$ cat config.mk
export PLATFORM = sky130hd
export DESIGN_NAME = hdmi_stream_monitor
export DESIGN_NICKNAME = d
export VERILOG_FILES = /design/src/rtl/hdmi_mon_pkg.sv /design/src/rtl/hdmi_throttle_lfsr.sv /design/src/rtl/hdmi_stream_monitor.sv
export SDC_FILE = /design/constraint.sdc
export NUM_CORES = 1
export LEC_CHECK = 0
export BUFFER_PORTS_ARGS = -buffer_cell sky130_fd_sc_hd__clkbuf_2
export CORE_UTILIZATION = 40
export CTS_CLUSTER_DIAMETER = 80
export DETAILED_ROUTE_END_ITERATION = 7
export PLACE_DENSITY = 0.64
export SLEW_MARGIN = 20
export SYNTH_ARGS = -nofsm -noshare
export SYNTH_HDL_FRONTEND = slang
export SYNTH_SLANG_ARGS = --single-unit
$ cat constraint.sdc
create_clock -name clk -period 3.2 [get_ports clk]
set_input_delay 0.16 -clock clk [delete_from_list [all_inputs] [get_ports clk]]
set_output_delay 0.16 -clock clk [all_outputs]
set_load 0.1 [all_outputs]
$ cat src/rtl/hdmi_mon_pkg.sv
// Shared types, constants and the per-beat CRC-32 helper for the HDMI stream monitor.
package hdmi_mon_pkg;

  typedef enum logic [0:0] {
    SEEK_SOF = 1'b0,
    IN_FRAME = 1'b1
  } state_e;

  localparam logic [31:0] CRC32_POLY = 32'hEDB88320;
  localparam logic [31:0] CRC32_INIT = 32'hFFFFFFFF;
  localparam logic [15:0] LFSR_TAPS  = 16'hB400;

  // Reflected CRC-32 over one RGB888 beat, bytes taken low to high.
  function automatic logic [31:0] crc32_update24(input logic [31:0] crc,
                                                 input logic [23:0] data);
    logic [31:0] c;
    c = crc;
    for (int b = 0; b < 3; b++) begin
      c = c ^ {24'd0, data[b*8 +: 8]};
      for (int i = 0; i < 8; i++) begin
        c = c[0] ? ((c >> 1) ^ CRC32_POLY) : (c >> 1);
      end
    end
    return c;
  endfunction

endpackage

$ cat src/rtl/hdmi_throttle_lfsr.sv
// Galois LFSR that optionally gates the sink's registered tready for backpressure testing.
module hdmi_throttle_lfsr
  import hdmi_mon_pkg::*;
#(
  parameter logic [15:0] LFSR_SEED = 16'hACE1
) (
  input  logic clk,
  input  logic rst,
  input  logic throttle_en,
  output logic tready
);

  logic [15:0] lfsr_q, lfsr_d;
  logic        tready_q, tready_d;

  always_comb begin
    lfsr_d   = {1'b0, lfsr_q[15:1]} ^ (lfsr_q[0] ? LFSR_TAPS : 16'h0000);
    tready_d = throttle_en ? lfsr_q[0] : 1'b1;
  end

  always_ff @(posedge clk) begin
    if (rst) begin
      lfsr_q   <= LFSR_SEED;
      tready_q <= 1'b0;
    end else begin
      lfsr_q   <= lfsr_d;
      tready_q <= tready_d;
    end
  end

  assign tready = tready_q;

endmodule

$ cat src/rtl/hdmi_stream_monitor.sv
// AXI4-Stream RGB888 video sink: tracks frame position, per-frame CRC-32 and framing errors.
module hdmi_stream_monitor
  import hdmi_mon_pkg::*;
#(
  parameter int          SCREEN_WIDTH  = 32,
  parameter int          SCREEN_HEIGHT = 24,
  parameter logic [15:0] LFSR_SEED     = 16'hACE1
) (
  input  logic        clk,
  input  logic        rst,
  input  logic [23:0] s_axis_tdata,
  input  logic        s_axis_tvalid,
  input  logic        s_axis_tlast,
  input  logic        s_axis_tuser,
  output logic        s_axis_tready,
  input  logic        throttle_en,
  input  logic        clear_err,
  output logic [31:0] beat_count,
  output logic [31:0] frame_count,
  output logic [31:0] crc_last,
  output logic [15:0] line_count,
  output logic [15:0] pixel_in_line,
  output logic        frame_done,
  output logic [15:0] err_sof_count,
  output logic [15:0] err_eol_count,
  output logic        err_sticky
);

  localparam logic [15:0] LAST_PIX  = 16'(SCREEN_WIDTH - 1);
  localparam logic [15:0] LAST_LINE = 16'(SCREEN_HEIGHT - 1);

  // Handshake: a beat transfers on a rising edge where tvalid and tready are both high.
  logic tready;

  hdmi_throttle_lfsr #(.LFSR_SEED(LFSR_SEED)) u_throttle (
    .clk         (clk),
    .rst         (rst),
    .throttle_en (throttle_en),
    .tready      (tready)
  );

  state_e      state_q, state_d;
  logic [31:0] crc_acc_q, crc_acc_d;
  logic [15:0] line_q, line_d, pixel_q, pixel_d;
  logic        frame_bad_q, frame_bad_d;
  logic [31:0] beat_count_q, beat_count_d, frame_count_q, frame_count_d;
  logic [31:0] crc_last_q, crc_last_d;
  logic        frame_done_q, frame_done_d;
  logic [15:0] err_sof_q, err_sof_d, err_eol_q, err_eol_d;
  logic        err_sticky_q, err_sticky_d;

  logic        accept, sof_err, eol_err, last_pix, last_line;
  logic [31:0] crc_next, crc_first;
  logic [15:0] sof_base, eol_base;

  always_comb begin
    state_d       = state_q;
    crc_acc_d     = crc_acc_q;
    line_d        = line_q;
    pixel_d       = pixel_q;
    frame_bad_d   = frame_bad_q;
    beat_count_d  = beat_count_q;
    frame_count_d = frame_count_q;
    crc_last_d    = crc_last_q;
    frame_done_d  = 1'b0;
    sof_err       = 1'b0;
    eol_err       = 1'b0;

    accept    = s_axis_tvalid & tready;
    crc_next  = crc32_update24(crc_acc_q, s_axis_tdata);
    crc_first = crc32_update24(CRC32_INIT, s_axis_tdata);
    last_pix  = (pixel_q == LAST_PIX);
    last_line = (line_q == LAST_LINE);

    if (accept) begin
      beat_count_d = beat_count_q + 32'd1;
      if (s_axis_tuser) begin
        // A start-of-frame always (re)starts a frame; mid-frame it also aborts the old one.
        sof_err     = (state_q == IN_FRAME);
        state_d     = IN_FRAME;
        crc_acc_d   = crc_first;
        line_d      = 16'd0;
        pixel_d     = 16'd1;
        frame_bad_d = 1'b0;
      end else if (state_q == IN_FRAME) begin
        crc_acc_d = crc_next;
        if (last_line && last_pix) begin
          if (!frame_bad_q) begin
            crc_last_d    = ~crc_next;
            frame_count_d = frame_count_q + 32'd1;
            frame_done_d  = 1'b1;
          end
          state_d   = SEEK_SOF;
          crc_acc_d = CRC32_INIT;
          line_d    = 16'd0;
          pixel_d   = 16'd0;
        end else begin
          eol_err = (s_axis_tlast != last_pix);
          if (s_axis_tlast || last_pix) begin
            line_d  = line_q + 16'd1;
            pixel_d = 16'd0;
          end else begin
            pixel_d = pixel_q + 16'd1;
          end
          frame_bad_d = frame_bad_q | eol_err;
        end
      end
    end

    // clear_err wins over the stored count, but a coincident new error still lands as 1.
    sof_base     = clear_err ? 16'd0 : err_sof_q;
    eol_base     = clear_err ? 16'd0 : err_eol_q;
    err_sof_d    = (sof_err && sof_base != 16'hFFFF) ? sof_base + 16'd1 : sof_base;
    err_eol_d    = (eol_err && eol_base != 16'hFFFF) ? eol_base + 16'd1 : eol_base;
    err_sticky_d = (clear_err ? 1'b0 : err_sticky_q) | sof_err | eol_err;
  end

  always_ff @(posedge clk) begin
    if (rst) begin
      state_q       <= SEEK_SOF;
      crc_acc_q     <= CRC32_INIT;
      line_q        <= 16'd0;
      pixel_q       <= 16'd0;
      frame_bad_q   <= 1'b0;
      beat_count_q  <= 32'd0;
      frame_count_q <= 32'd0;
      crc_last_q    <= 32'd0;
      frame_done_q  <= 1'b0;
      err_sof_q     <= 16'd0;
      err_eol_q     <= 16'd0;
      err_sticky_q  <= 1'b0;
    end else begin
      state_q       <= state_d;
      crc_acc_q     <= crc_acc_d;
      line_q        <= line_d;
      pixel_q       <= pixel_d;
      frame_bad_q   <= frame_bad_d;
      beat_count_q  <= beat_count_d;
      frame_count_q <= frame_count_d;
      crc_last_q    <= crc_last_d;
      frame_done_q  <= frame_done_d;
      err_sof_q     <= err_sof_d;
      err_eol_q     <= err_eol_d;
      err_sticky_q  <= err_sticky_d;
    end
  end

  assign s_axis_tready = tready;
  assign beat_count    = beat_count_q;
  assign frame_count   = frame_count_q;
  assign crc_last      = crc_last_q;
  assign line_count    = line_q;
  assign pixel_in_line = pixel_q;
  assign frame_done    = frame_done_q;
  assign err_sof_count = err_sof_q;
  assign err_eol_count = err_eol_q;
  assign err_sticky    = err_sticky_q;

endmodule

==> impl_metrics.tcl <==
set metrics [dict create \
    status "finished clean" \
    hold_path.startpoint "rst" \
    drv_cap 0 \
    path_class "register to register" \
    crit_buf_inv 4 \
    r2r_setup_slack_ns 0.05 \
    synth_top_area_share 0.324 \
    r2r-end "crc_acc_q[29]" \
    crit_cells 12 \
    slew_headroom 0.539 \
    dieArea_mm2 0.0336 \
    drt-initial-drc-count 584 \
    holdPathStages 2 \
    die_w_um 183 \
    grt_use_total 0.223 \
    path_cells "buf_4, xnor2_1, xnor3_2, xnor3_2, xor2_2, xnor2_2, buf_4, buf_4, xnor2_1, buf_4, a221oi_1, a211o_1" \
    utilization 0.515 \
    hpwl_um 29300 \
    reg2regPathDepth 12 \
    cts.reportedPaths.clkPinSlew_ns 0.06 \
    netlist_area_mm2 0.0132 \
    n_antenna_cell 0 \
    clock-sinks 213 \
    cts_max_level 1 \
    die_h_um 183 \
    start_kind "register" \
    yosysWarnings 0 \
    crit_required_ns 3.61 \
    ys_async_sr_fraction 0 \
    hold_viol 0 \
    crit_fanout 4 \
    antenna_found_initial 1 \
    cts_root_buf "clkbuf_16" \
    tritoncts "yes" \
    io_pins 194 \
    drc 0 \
    period_needed_ns 3.15 \
    gp_congestion 0.955 \
    synth_commonest_cells "xnor2_1, dfxtp_1, nor2_1" \
    drt-total-wl_um 37800 \
    ys_ff_latch 213 \
    portBuffers 193 \
    drv_slew 0 \
    row_count 66 \
    vias 10873 \
    critPathCaptureType "register" \
    via_per_inst 5.05 \
    cts_buffer_depth 3 \
    post-synth-top-count-cell "xnor2_1" \
    drtAntennaViolNets 0 \
    firstDrtPassIters 5 \
    core_area_mm2 0.0325 \
    synth_cell_types 54 \
    min_path_type "input pin to register" \
    grt_max_degree 63 \
    syn_inst 1384 \
    whs_ns 0.100 \
    ys_seq_area_frac 0.324 \
    synth_nets 1422 \
    cpPeakStageDelay_ns 0.51 \
    rr_startpoint "crc_acc_q[3]" \
    synth-edff-count 0 \
    clk_latency_ns 0.52 \
    fin_area_mm2 0.0167 \
    slowest_stage "xnor3_2" \
    cts_buffers 25 \
    initial_core_util 0.406 \
    synth_area_leaders "dfxtp_1, xnor2_1, xnor3_1" \
    grt_pass1_wl_um 58800 \
    grt_pass1_vias 10474 \
    setup_violations 0 \
    period_share 0.986 \
    area_growth_pct 27.0 \
    placed_cells_incl_taps 2100 \
    arrival_ns 3.57 \
    overflow 0 \
    place_area_mm2 0.0156 \
    fmax_mhz 317 \
    drive_gt1_frac 0.279 \
    holdPathEnd "frame_count[7]" \
    syn_avg_cell_area_um2 9.51 \
    fin_nets 1731 \
    wire_per_inst_um 17.6 \
    tightest_slew_ns 0.690 \
    cp_top_family "XOR/XNOR gates" \
    cpMostUsedCell "buf_4" \
    clock_skew_ns 0.00819 \
    rsz0062_at_grt "true" \
    ys.flop_type "dfxtp_1" \
    stdcell_count 2154 \
    synth_top_cell_by_area "dfxtp_1" \
]
==> worst register-to-register path: stages, from the launching register on <==
cell      delay, ns
dfxtp_1        0.41
buf_4          0.17
xnor2_1        0.13
xnor3_2        0.33
xnor3_2        0.51
xor2_2         0.25
xnor2_2        0.33
buf_4          0.17
buf_4          0.12
xnor2_1        0.12
buf_4          0.14
a221oi_1       0.07
a211o_1        0.29
==> cell usage in the layout (no fill, tap or decap), types with 25 or more instances in the layout <==
cell type,synthesis,routed
a21oi_1,64,63
buf_4,4,152
xnor3_1,48,37
nand2_1,111,111
nor2_1,135,134
clkbuf_16,0,25
o21ai_0,31,31
xor2_1,114,109
clkbuf_2,0,192
xnor2_1,252,242
nand3_1,49,49
or3_1,27,27
dfxtp_1,213,192
==> sequential cells by signal (all words and copies together), names as in the netlist, 16 cells and up <==
| register | flops |
|---|---|
| beat_count | 32 |
| crc_acc_q | 32 |
| crc_last | 32 |
| frame_count | 32 |
| err_eol_count | 16 |
| err_sof_count | 16 |
| line_count | 16 |
| pixel_in_line | 16 |
| u_throttle.lfsr_q | 16 |
==> metal layers <==
| layer | part of all wire | global-route usage |
|---|---|---|
| met5 | 0.00034 | 0 |
| met3 | 0.066 | 0.0335 |
| met2 | 0.45 | 0.354 |
| met1 | 0.45 | 0.304 |
| met4 | 0.036 | 0.0823 |
==> what timing repair did <==
action                     CTS  global route
gates resized for setup     10            20
setup endpoints to repair   13            30
hold endpoints to repair     1             0
pin swaps                    0             7
buffers inserted             0             7
hold buffers                 1             0
==> through the flow <==
step | setup WS [ns] | setup TNS [ns]
floorplan | 0.0253 | 0
global placement | -0.0395 | -0.134
detailed placement | -0.196 | -2.42
CTS | 0.00761 | 0
global route | -0.0235 | -0.0476
finish | 0.0454 | 0
==> cell type report <==
type	instances	area, um2
Fill cell	2993	15700
Clock buffer	35	733
Timing Repair Buffer	346	2130
Inverter	21	78.8
Sequential cell	213	4300
Multi-Input combinational cell	1086	8740
Clock inverter	11	194
Tap cell	442	553
==> worst max path at each step <==
stage	start	to	slack, ns
2_1_floorplan	crc_acc_q[1]	crc_acc_q[4]	0.03
3_3_place_gp	crc_acc_q[4]	crc_acc_q[23]	-0.04
3_5_place_dp	s_axis_tdata[2]	crc_acc_q[24]	-0.20
4_1_cts	crc_acc_q[3]	crc_acc_q[24]	0.008
5_1_grt	crc_acc_q[3]	crc_acc_q[11]	-0.02
6_report	crc_acc_q[3]	crc_acc_q[29]	0.05
==> cells by family after synthesis <==
group / Yosys count / synth area share
XOR/XNOR: 455 / 0.392
AO/OA/AOI/OAI: 169 / 0.0825
adder cells (fa/ha/maj): 7 / 0.00665
multiplexers: 6 / 0.00456
AND/OR/NAND/NOR: 449 / 0.164
buffers and inverters: 85 / 0.0267
flip-flops: 213 / 0.324
Power is left out: the tool's default activity adds up to more than one toggle a clock period on the data nets, which glitch-free logic cannot reach.
